$ cat src/rtl/calc_pkg.sv
// calc_pkg: key codes, operator encoding and sequencer states
package calc_pkg;
    localparam logic [3:0] KEY_ADD   = 4'd10;
    localparam logic [3:0] KEY_SUB   = 4'd11;
    localparam logic [3:0] KEY_MUL   = 4'd12;
    localparam logic [3:0] KEY_DIV   = 4'd13;
    localparam logic [3:0] KEY_ENTER = 4'd14;
    localparam logic [3:0] KEY_CLEAR = 4'd15;
    localparam logic [1:0] OP_ADD = 2'b00;
    localparam logic [1:0] OP_SUB = 2'b01;
    localparam logic [1:0] OP_MUL = 2'b10;
    localparam logic [1:0] OP_DIV = 2'b11;
    typedef enum logic [2:0] {S_A, S_B, S_START, S_WAIT, S_SHOW, S_ERR} state_t;
    function automatic logic [1:0] op_of(input logic [3:0] code);
        return 2'(code - KEY_ADD);
    endfunction
endpackage

$ cat src/rtl/calc_entry_ctrl_if.sv
// calc_entry_ctrl_if: keypad, ALU and display signals of the entry sequencer
interface calc_entry_ctrl_if #(parameter int WIDTH = 32);
    logic             key_valid;
    logic [3:0]       key_code;
    logic             alu_done;
    logic [WIDTH-1:0] alu_result;
    logic             alu_err;
    logic [WIDTH-1:0] op_a;
    logic [WIDTH-1:0] op_b;
    logic [1:0]       op_sel;
    logic             alu_start;
    logic [WIDTH-1:0] disp_value;
    logic             error;
    logic             busy;
    modport master (
        input  key_valid, key_code, alu_done, alu_result, alu_err,
        output op_a, op_b, op_sel, alu_start, disp_value, error, busy
    );
    modport slave (
        output key_valid, key_code, alu_done, alu_result, alu_err,
        input  op_a, op_b, op_sel, alu_start, disp_value, error, busy
    );
endinterface

$ cat src/rtl/key_event_det.sv
// key_event_det: one-cycle event on the rising edge of a held key
module key_event_det (
    input  logic clk,
    input  logic rst_n,
    input  logic key_valid,
    output logic key_evt
);
    logic prev;
    // remember the last key level so a held key fires only once
    always_ff @(posedge clk or negedge rst_n)
        if (!rst_n) prev <= 1'b0;
        else prev <= key_valid;
    assign key_evt = key_valid & ~prev;
endmodule

$ cat src/rtl/calc_entry_ctrl.sv
// calc_entry_ctrl: keypad events to ALU operands, ALU handshake and display select
module calc_entry_ctrl
    import calc_pkg::*;
#(
    parameter int WIDTH      = 32,
    parameter int MAX_DIGITS = 8
) (
    input logic clk,
    input logic rst_n,
    calc_entry_ctrl_if.master bus
);
    localparam int CW = $clog2(MAX_DIGITS + 1);
    state_t state, state_n;
    logic [WIDTH-1:0] acc, acc_n, op_a, op_a_n, op_b, op_b_n, result, result_n;
    logic [WIDTH+3:0] acc_x;
    logic [CW-1:0] cnt, cnt_n;
    logic [1:0] op_sel, op_sel_n;
    logic pend, pend_n, pend_eff, clr, key_evt, is_dig, is_op, is_ent, is_clr;

    key_event_det u_key (.clk(clk), .rst_n(rst_n), .key_valid(bus.key_valid), .key_evt(key_evt));

    assign is_dig   = key_evt && bus.key_code < KEY_ADD;
    assign is_op    = key_evt && bus.key_code >= KEY_ADD && bus.key_code <= KEY_DIV;
    assign is_ent   = key_evt && bus.key_code == KEY_ENTER;
    assign is_clr   = key_evt && bus.key_code == KEY_CLEAR;
    assign acc_x    = {4'd0, acc} * (WIDTH+4)'(10) + (WIDTH+4)'(bus.key_code);
    assign pend_eff = pend || is_clr;

    // next state and next datapath values for each key/ALU event
    always_comb begin
        state_n  = state;
        acc_n    = acc;
        cnt_n    = cnt;
        op_a_n   = op_a;
        op_b_n   = op_b;
        op_sel_n = op_sel;
        result_n = result;
        pend_n   = pend;
        clr      = 1'b0;
        case (state)
            S_A, S_B: begin
                if (is_clr) clr = 1'b1;
                else if (is_dig) begin
                    if (cnt < CW'(MAX_DIGITS)) begin
                        acc_n = acc_x[WIDTH-1:0];
                        cnt_n = cnt + CW'(1);
                    end
                end else if (is_op && state == S_A) begin
                    op_a_n   = acc;
                    op_sel_n = op_of(bus.key_code);
                    acc_n    = '0;
                    cnt_n    = '0;
                    state_n  = S_B;
                end else if (is_op && cnt == '0) op_sel_n = op_of(bus.key_code);
                else if (is_ent && state == S_B) begin
                    op_b_n  = acc;
                    state_n = S_START;
                end
            end
            S_START: state_n = S_WAIT;
            S_WAIT: begin
                if (!bus.alu_done) pend_n = pend_eff;
                else if (pend_eff) clr = 1'b1;
                else if (bus.alu_err) state_n = S_ERR;
                else begin
                    result_n = bus.alu_result;
                    state_n  = S_SHOW;
                end
            end
            S_SHOW: begin
                if (is_clr) clr = 1'b1;
                else if (is_dig) begin
                    acc_n   = WIDTH'(bus.key_code);
                    cnt_n   = CW'(1);
                    state_n = S_A;
                end else if (is_op) begin
                    op_a_n   = result;
                    op_sel_n = op_of(bus.key_code);
                    acc_n    = '0;
                    cnt_n    = '0;
                    state_n  = S_B;
                end
            end
            default: if (is_clr) clr = 1'b1;
        endcase
        if (clr) begin
            state_n  = S_A;
            acc_n    = '0;
            cnt_n    = '0;
            op_a_n   = '0;
            op_b_n   = '0;
            op_sel_n = OP_ADD;
            result_n = '0;
            pend_n   = 1'b0;
        end
    end

    // sequencer state and datapath registers
    always_ff @(posedge clk or negedge rst_n)
        if (!rst_n) begin
            state  <= S_A;
            acc    <= '0;
            cnt    <= '0;
            op_a   <= '0;
            op_b   <= '0;
            op_sel <= OP_ADD;
            result <= '0;
            pend   <= 1'b0;
        end else begin
            state  <= state_n;
            acc    <= acc_n;
            cnt    <= cnt_n;
            op_a   <= op_a_n;
            op_b   <= op_b_n;
            op_sel <= op_sel_n;
            result <= result_n;
            pend   <= pend_n;
        end

    assign bus.op_a       = op_a;
    assign bus.op_b       = op_b;
    assign bus.op_sel     = op_sel;
    assign bus.alu_start  = state == S_START;
    assign bus.busy       = state == S_START || state == S_WAIT;
    assign bus.error      = state == S_ERR;
    assign bus.disp_value = state == S_A    ? acc :
                            state == S_B    ? (cnt == '0 ? op_a : acc) :
                            bus.busy        ? op_b :
                            state == S_SHOW ? result : '0;
endmodule

$ cat src/flat_wrapper.sv
// flat-port wrapper written by rule: the top's interface ports become plain ports
module calc_entry_ctrl_flat import calc_pkg::*;
#(
    parameter int WIDTH      = 32,
    parameter int MAX_DIGITS = 8
)
  (clk, rst_n, bus_key_valid, bus_key_code, bus_alu_done, bus_alu_result, bus_alu_err, bus_op_a, bus_op_b, bus_op_sel, bus_alu_start, bus_disp_value, bus_error, bus_busy);
  calc_entry_ctrl_if #(.WIDTH(WIDTH)) bus_i ();
  input logic clk;
  input logic rst_n;
  input wire logic [$bits(bus_i.key_valid)-1:0] bus_key_valid;
  input wire logic [$bits(bus_i.key_code)-1:0] bus_key_code;
  input wire logic [$bits(bus_i.alu_done)-1:0] bus_alu_done;
  input wire logic [$bits(bus_i.alu_result)-1:0] bus_alu_result;
  input wire logic [$bits(bus_i.alu_err)-1:0] bus_alu_err;
  output wire logic [$bits(bus_i.op_a)-1:0] bus_op_a;
  output wire logic [$bits(bus_i.op_b)-1:0] bus_op_b;
  output wire logic [$bits(bus_i.op_sel)-1:0] bus_op_sel;
  output wire logic [$bits(bus_i.alu_start)-1:0] bus_alu_start;
  output wire logic [$bits(bus_i.disp_value)-1:0] bus_disp_value;
  output wire logic [$bits(bus_i.error)-1:0] bus_error;
  output wire logic [$bits(bus_i.busy)-1:0] bus_busy;
  assign bus_i.key_valid = bus_key_valid;
  assign bus_i.key_code = bus_key_code;
  assign bus_i.alu_done = bus_alu_done;
  assign bus_i.alu_result = bus_alu_result;
  assign bus_i.alu_err = bus_alu_err;
  assign bus_op_a = bus_i.op_a;
  assign bus_op_b = bus_i.op_b;
  assign bus_op_sel = bus_i.op_sel;
  assign bus_alu_start = bus_i.alu_start;
  assign bus_disp_value = bus_i.disp_value;
  assign bus_error = bus_i.error;
  assign bus_busy = bus_i.busy;
  calc_entry_ctrl #(.WIDTH(WIDTH), .MAX_DIGITS(MAX_DIGITS)) u_core (.clk(clk), .rst_n(rst_n), .bus(bus_i));
endmodule
$ cat config.mk
export PLATFORM = sky130hd
export DESIGN_NAME = calc_entry_ctrl_flat
export DESIGN_NICKNAME = d
export VERILOG_FILES = /design/src/rtl/calc_pkg.sv /design/src/rtl/calc_entry_ctrl_if.sv /design/src/rtl/key_event_det.sv /design/src/rtl/calc_entry_ctrl.sv /design/src/flat_wrapper.sv
export SDC_FILE = /design/constraint.sdc
export NUM_CORES = 1
export LEC_CHECK = 0
export ABC_AREA = 1
export BUFFER_PORTS_ARGS = -buffer_cell sky130_fd_sc_hd__buf_2
export CORE_MARGIN = 2
export CORE_UTILIZATION = 50
export DETAILED_ROUTE_END_ITERATION = 8
export HOLD_SLACK_MARGIN = 0.08
export PLACE_DENSITY = 0.76
export SYNTH_ARGS = -nofsm -noshare
export SYNTH_HDL_FRONTEND = slang
export SYNTH_SLANG_ARGS = --single-unit
$ cat constraint.sdc
create_clock -name clk -period 9.2 [get_ports clk]
set_clock_uncertainty 0.2 [all_clocks]
set_input_delay 2.3 -clock clk [delete_from_list [all_inputs] [get_ports clk]]
set_output_delay 2.3 -clock clk [all_outputs]
set_load 0.05 [all_outputs]
==> results of run 1 <==
-- worst paths after layout --
kind,slack [ns],depth (start not counted),start,end
max in group asynchronous,5.65,2,rst_n,u_core.acc[12]
worst min register to register,0.29,2,u_core.bus.op_sel[1],u_core.bus.op_sel[1]
worst max-delay path,3.37,6,u_core.state[1],bus_disp_value[18]
min in group asynchronous,1.66,1,rst_n,u_core.bus.op_b[28]
worst min-delay path,0.29,2,u_core.bus.op_sel[1],u_core.bus.op_sel[1]
worst max register to register,4.79,13,u_core.state[1],u_core.acc[20]
-- state kept, by name, indices dropped and copies added (netlist names) --
signal             count
u_core.bus.op_a       32
u_core.bus.op_sel      2
u_core.acc            32
u_core.cnt             4
u_core.state           3
u_core.result         32
u_core.bus.op_b       32
u_core.pend            1
u_core.u_key.prev      1
-- Yosys cell counts, types with 2 or more instances --
| library cell | n |
|---|---|
| a21oi_1 | 109 |
| o21bai_1 | 2 |
| inv_1 | 160 |
| nand2_2 | 10 |
| xor2_1 | 6 |
| nor3_4 | 2 |
| nor3_1 | 10 |
| o21ai_0 | 103 |
| mux2_1 | 12 |
| ha_1 | 60 |
| nor2_1 | 79 |
| nand3b_1 | 9 |
| o31ai_1 | 3 |
| nand2_1 | 475 |
| fa_1 | 2 |
| buf_6 | 3 |
| and2_1 | 2 |
| mux2_2 | 20 |
| o2111ai_1 | 24 |
| nand3_1 | 106 |
| xnor2_1 | 7 |
| nor2_2 | 8 |
| nor2_4 | 4 |
| o32ai_1 | 2 |
| o22ai_1 | 13 |
| buf_2 | 7 |
| a31oi_1 | 2 |
| nand3_2 | 12 |
| o21ai_1 | 6 |
| clkbuf_1 | 38 |
| dfrtp_1 | 139 |
| buf_1 | 5 |
| nand4_1 | 15 |
| inv_2 | 8 |
| buf_4 | 2 |
-- where the power goes --
part	internal, W	total, W	leakage [nW]	switching (W)
clock network	0.000433	0.000730	0.286	0.000297
registers	0.000783	0.000928	1.86	0.000145
logic	0.000413	0.00168	4.07	0.00126
-- area by class of cell --
cell class                 instances  area [um2]
fill                            1975        8450
inverter                         168         631
timing repair buffer             151         787
clock inverter                    14         184
multi-input combinational       1116        6010
clock buffer                      18         429
tap                              270         338
sequential                       139        3480
-- worst max-delay path: stages, from the launching register on --
cell	delay (ns)
dfrtp_1	0.45
nor2_1	0.13
inv_1	0.09
nor2_1	0.62
inv_1	0.70
o2111ai_1	0.56
buf_2	0.34
-- layer usage --
metal	part of all wire	GRT usage
met3	0.091	0.0586
met5	0	0
met1	0.43	0.428
met4	0.027	0.109
met2	0.45	0.484
-- kinds of logic (layout without fill, tap and decap cells) --
group                      count (synthesis)  in the layout  share of synthesized area
xor gates and xnor gates                  14             14                     0.0126
and+or+nand+nor                          736            736                      0.307
adders and majority gates                 62             62                     0.0764
AOI/OAI and AO/OA                        271            271                      0.147
buffers and inverters                    224            351                     0.0851
muxes                                     33             33                     0.0358
DFF                                      139            139                      0.336
-- through the flow --
step	hold slack, ns	instances	instance area, um2	power (W)	setup slack (ns)
2_1_floorplan	0.266	1479	10400	0.00216	4.29
3_3_place_gp	0.282	1844	11200	0.00254	3.70
3_5_place_dp	0.274	1844	11200	0.00257	3.57
4_1_cts	0.293	1876	11900	0.00331	3.48
5_1_grt	0.337	1876	11900	0.00349	3.28
6_report	0.294	1876	11900	0.00333	3.37
==> metrics.md, run 1 <==
| Metric | Value |
|---|---|
| Leak pwr | `about 6.2 nW` |
| Final setup viols | `0` |
| Die height | `148 um` |
| # diodes | `0` |
| Drt pass-1 iters | `6` |
| Critical Path AT | `3.33 ns` |
| Syn nets | `~1.6k` |
| Fraction of registers with async set or reset after synthesis | `1.00` |
| Final-report hold violation count | `0` |
| Clk sink count | `~140` |
| F_max | `between 0.15 and 0.2 GHz` |
| Setup tns final | `0 ns` |
| Syn Std Cell Area | `10400 um2` |
| Gr usage total | `0.308` |
| Top-area cell type share of the netlist area | `0.336` |
| GRT Residual Overflow | `0` |
| Clock root cell | `clkbuf_16` |
| Post-synth EDFFs | `0` |
| Area growth, synth to finish | `14.5%` |
| Final ANT Viol Nets | `0` |
| DRC violation count after routing | `0` |
| # rows | `52` |
| Die ar. | `roughly 22000 um2` |
| Drt wl/cell | `between 15 and 20 um` |
| RePlAce Congestion | `about 0.96` |
| Min Tclk post-route | `5.83 ns` |
| CP endpoint kind | `output port` |
| Fin crit share | `0.634` |
| Vias in the first global route | `approximately 11k` |
| Most common cell after layout, fill and taps aside | `nand2_1` |
| Synth warn | `0` |
| Relative slew slack | `0.141` |
| Max Cap Violations | `0` |
| Share of cells above drive strength 1 | `0.159` |
| Critical Path RT | `6.70 ns` |
| H-tree depth | `4` |
| Avg Cell Area, Syn | `approximately 7.0 um2` |
| Slew Viols, Final | `0` |
| Largest net degree at the start of global routing | `75` |
| Most frequent cells in the layout | `nand2_1, inv_1, buf_2` |
| Antenna violations before repair | `0` |
| CTS tree | `yes` |
| Clock transition at path regs | `roughly 0.070 ns` |
| CP Max Fanout | `24` |
| Drt total wl | `33200 um` |
| Port Buffer Count | `between 100 and 150` |
| HP Class | `flop to flop` |
| Fin nets | `around 1.7k` |
| Initial drt markers | `~990` |
| VDD IR max | `roughly 0.22 mV` |
| Initial Util | `0.510` |
| Hold Buf Count CTS | `0` |
| Worst Max-Slew Pin Slew | `1.29 ns` |
| CTS Buffer Depth | `2` |
| Via count | `between 10k and 15k` |
| Mapped Cells | `1479` |
| Dpl hpwl | `around 24000 um` |
| IO Count | `142` |
| Vias/cell | `5.76` |
| Post-layout util | `0.584` |
| RSZ-0062 raised after global routing | `no` |
| Area contributors post-synth | `dfrtp_1, nand2_1, ha_1` |
| CP Launch Type | `flop` |
| Crit path kind | `flop to output port` |
| Num CTS Buffers | `17` |
| Post-synthesis sequential area ratio | `0.336` |
| Pwr/cell area | `281 nW/um2` |
| Most used DFF post-synth | `dfrtp_1` |
| Area leader, netlist | `dfrtp_1` |
| Post_cts resized | `0` |
| Post-synth cell types | `just under 50` |
| Post-synthesis register bit count | `about 140` |
| First-pass GRT wire length | `about 54000 um` |
| Clk Latency, worst-skew pair | `between 0.4 and 0.5 ns` |
| Core box area | `~20000 um2` |
| Postcts setup bufs | `0` |
| Die width | `~150 um` |
| Status | `finished clean` |
(Power assumes the default switching activity.)
==> run 2, diff against run 1 <==
--- a/config.mk
+++ b/config.mk
@@ -11,7 +11,7 @@
 export CORE_UTILIZATION = 50
 export DETAILED_ROUTE_END_ITERATION = 8
 export HOLD_SLACK_MARGIN = 0.08
-export PLACE_DENSITY = 0.76
+export PLACE_DENSITY = 0.79
 export SYNTH_ARGS = -nofsm -noshare
 export SYNTH_HDL_FRONTEND = slang
 export SYNTH_SLANG_ARGS = --single-unit
==> constraint.sdc (replaced) <==
create_clock -name clk -period 5.1 [get_ports clk]
set_clock_uncertainty 0.2 [all_clocks]
set_input_delay 1.275 -clock clk [delete_from_list [all_inputs] [get_ports clk]]
set_output_delay 1.275 -clock clk [all_outputs]
set_load 0.05 [all_outputs]
==> run 2 against run 1 <==
- routed wire length up 0.61%
- worst hold slack better by 0.0066 ns
- via count grew 1.8%
- core utilization up 0.24 points
- sequential cell count did not move
- critical path type unchanged
- critical endpoint unchanged
- highest routed layer unchanged
==> metrics.md, run 2 (same netlist as run 1, synthesis figures left out) <==
| Metric | Value |
|---|---|
| Status | `finished clean` |
| # diodes | `0 (unchanged)` |
| Antenna violations before repair | `0 (unchanged)` |
| Most frequent cells in the layout | `nand2_1, inv_1, buf_2` |
| Pwr/cell area | `508 nW/um2 (+81%)` |
| Largest net degree at the start of global routing | `89 (+19%)` |
| Critical Path RT | `3.62 ns (-3.08 ns)` |
| HP Class | `flop to flop` |
| Area growth, synth to finish | `15.0%` |
| Fin nets | `1701 (+0.29%)` |
| CP Launch Type | `flop` |
| Core box area | `20300 um2 (unchanged)` |
| Clk sink count | `139 (unchanged)` |
| Post_cts resized | `0 (unchanged)` |
| Drt wl/cell | `17.7 um (+0.34%)` |
| Max Cap Violations | `0 (unchanged)` |
| Finished Layout Cells | `1881 (+0.27%)` |
| RSZ-0062 raised after global routing | `no` |
| Hold path start | `u_core.bus.op_sel[1]` |
| Most common cell after layout, fill and taps aside | `nand2_1` |
| Port Buffer Count | `141 (unchanged)` |
| Final setup viols | `0 (unchanged)` |
| CTS tree | `yes` |
| First-pass GRT wire length | `53900 um (+0.44%)` |
| Fin Hold WS | `0.300 ns (+0.00655 ns)` |
| R2r worst-path depth | `10 (-3)` |
| Drt pass-1 iters | `6 (unchanged)` |
| Setup tns final | `0 ns (unchanged)` |
| Via count | `11.0k (+1.8%)` |
| Clock transition at path regs | `0.06 ns (about the same)` |
| VDD IR max | `0.375 mV (+73%)` |
| Clock root cell | `clkbuf_16` |
| Num CTS Buffers | `17 (unchanged)` |
| Die width | `148 um (unchanged)` |
| Vias in the first global route | `10.5k (-0.086%)` |
| Reg2reg setup slack | `0.97 ns (-3.82 ns)` |
| Min Tclk post-route | `about 4.4 ns` |
| Final ANT Viol Nets | `0 (unchanged)` |
| F_max | `between 0.2 and 0.25 GHz` |
| Die height | `148 um (unchanged)` |
| Critical R2R Capture | `u_core.result[16]` |
| Critical Path AT | `2.91 ns (-0.42 ns)` |
| Worst Max-Slew Pin Slew | `1.22 ns (-0.0660 ns)` |
| Leak pwr | `6.26 nW (+0.76%)` |
| Postcts setup bufs | `0 (unchanged)` |
| Fin crit share | `0.860` |
| CP Max Fanout | `24 (unchanged)` |
| RePlAce Congestion | `0.922 (-3.7%)` |
| Drt total wl | `33400 um (+0.61%)` |
| WHS Endpoint | `u_core.bus.op_sel[1]` |
| Die ar. | `21900 um2 (unchanged)` |
| CP endpoint kind | `output port` |
| Relative slew slack | `0.186 (+0.0450)` |
| Initial Util | `0.510 (unchanged)` |
| Vias/cell | `5.84 (+1.5%)` |
| Initial drt markers | `1005 (+1.4%)` |
| Final-report hold violation count | `0 (unchanged)` |
| Clk Latency, worst-skew pair | `0.42 ns (about the same)` |
| Worst reg2reg startpoint | `u_core.state[1]` |
| Gr usage total | `0.307 (-0.00126)` |
| Worst hold path cell count | `2 (unchanged)` |
| H-tree depth | `4 (unchanged)` |
| DRC violation count after routing | `0 (unchanged)` |
| Share of cells above drive strength 1 | `0.163 (+0.00323)` |
| Crit path kind | `flop to output port` |
| Slew Viols, Final | `0 (unchanged)` |
| # rows | `52 (unchanged)` |
| GRT Residual Overflow | `0 (unchanged)` |
| IO Count | `142 (unchanged)` |
| CTS Buffer Depth | `2 (unchanged)` |
| Hold Buf Count CTS | `0 (unchanged)` |
| Dpl hpwl | `24400 um (+1.2%)` |
| Cell count after placement | `1849 (+0.27%)` |
## run 2: changes by cell type in the layout (fill, tap and decap cells not counted), sizes merged
| cell | before | now |
|---|---|---|
| clkinv | 1 | 7 |
| buf | 151 | 156 |
| clkinvlp | 4 | 0 |
| inv | 174 | 172 |
## run 2: through the flow
| stage | cell area (um2) | utilization | total power, W | setup WS, ns |
|---|---|---|---|---|
| CTS | 11900 | 0.586 | 0.00601 | 0.788 |
| global placement | 11300 | 0.556 | 0.00463 | 1.17 |
| finish | 11900 | 0.586 | 0.00605 | 0.713 |
| global route | 11900 | 0.586 | 0.00632 | 0.562 |
| detailed placement | 11300 | 0.556 | 0.00468 | 1.12 |
| floorplan | 10400 | - | 0.00390 | 1.22 |
## run 2: cell type report
| type | count | area [um2] |
|---|---|---|
| fillers | 1901 | 8400 |
| flip-flops and latches | 139 | 3480 |
| clock buffers | 18 | 439 |
| well taps | 270 | 338 |
| multi-input cells | 1116 | 6010 |
| repair buffers | 156 | 825 |
| clock inverters | 14 | 185 |
| inverters | 168 | 631 |
## run 2: worst max-delay path by stage
| stage | start | to | cells after the start |
|---|---|---|---|
| floorplan | u_core.cnt[0] | bus_disp_value[17] | 7 |
| CTS | u_core.state[1] | bus_disp_value[18] | 7 |
| finish | u_core.state[1] | bus_disp_value[18] | 7 |
| global route | u_core.state[1] | bus_disp_value[18] | 7 |
| detailed placement | bus_key_code[2] | u_core.acc[22] | 14 |
| global placement | bus_key_code[2] | u_core.result[10] | 11 |
## run 2: critical path, cell delays in order (launching register included)
cell	delay [ns]
dfrtp_1	0.47
nor2_1	0.08
inv_1	0.13
nor2_1	0.06
buf_4	0.20
inv_1	0.83
o2111ai_1	0.38
buf_2	0.33
## run 2: where the power goes
group          internal [W]  switching (W)  leakage [nW]
logic              0.000767        0.00230          4.09
registers           0.00141       0.000258          1.86
clock network      0.000794       0.000518         0.307
total               0.00297        0.00307          6.26
## run 2: layer usage
metal / GRT usage / share of wire / wire length [um] / vias up
met1: 0.436 / 0.42 / 14200 / 5155
met3: 0.0451 / 0.099 / 3300 / 82
met5: 0 / 0 / 0 / -
met2: 0.477 / 0.45 / 15000 / 620
li1: - / - / - / 5132
met4: 0.116 / 0.028 / 935 / 0
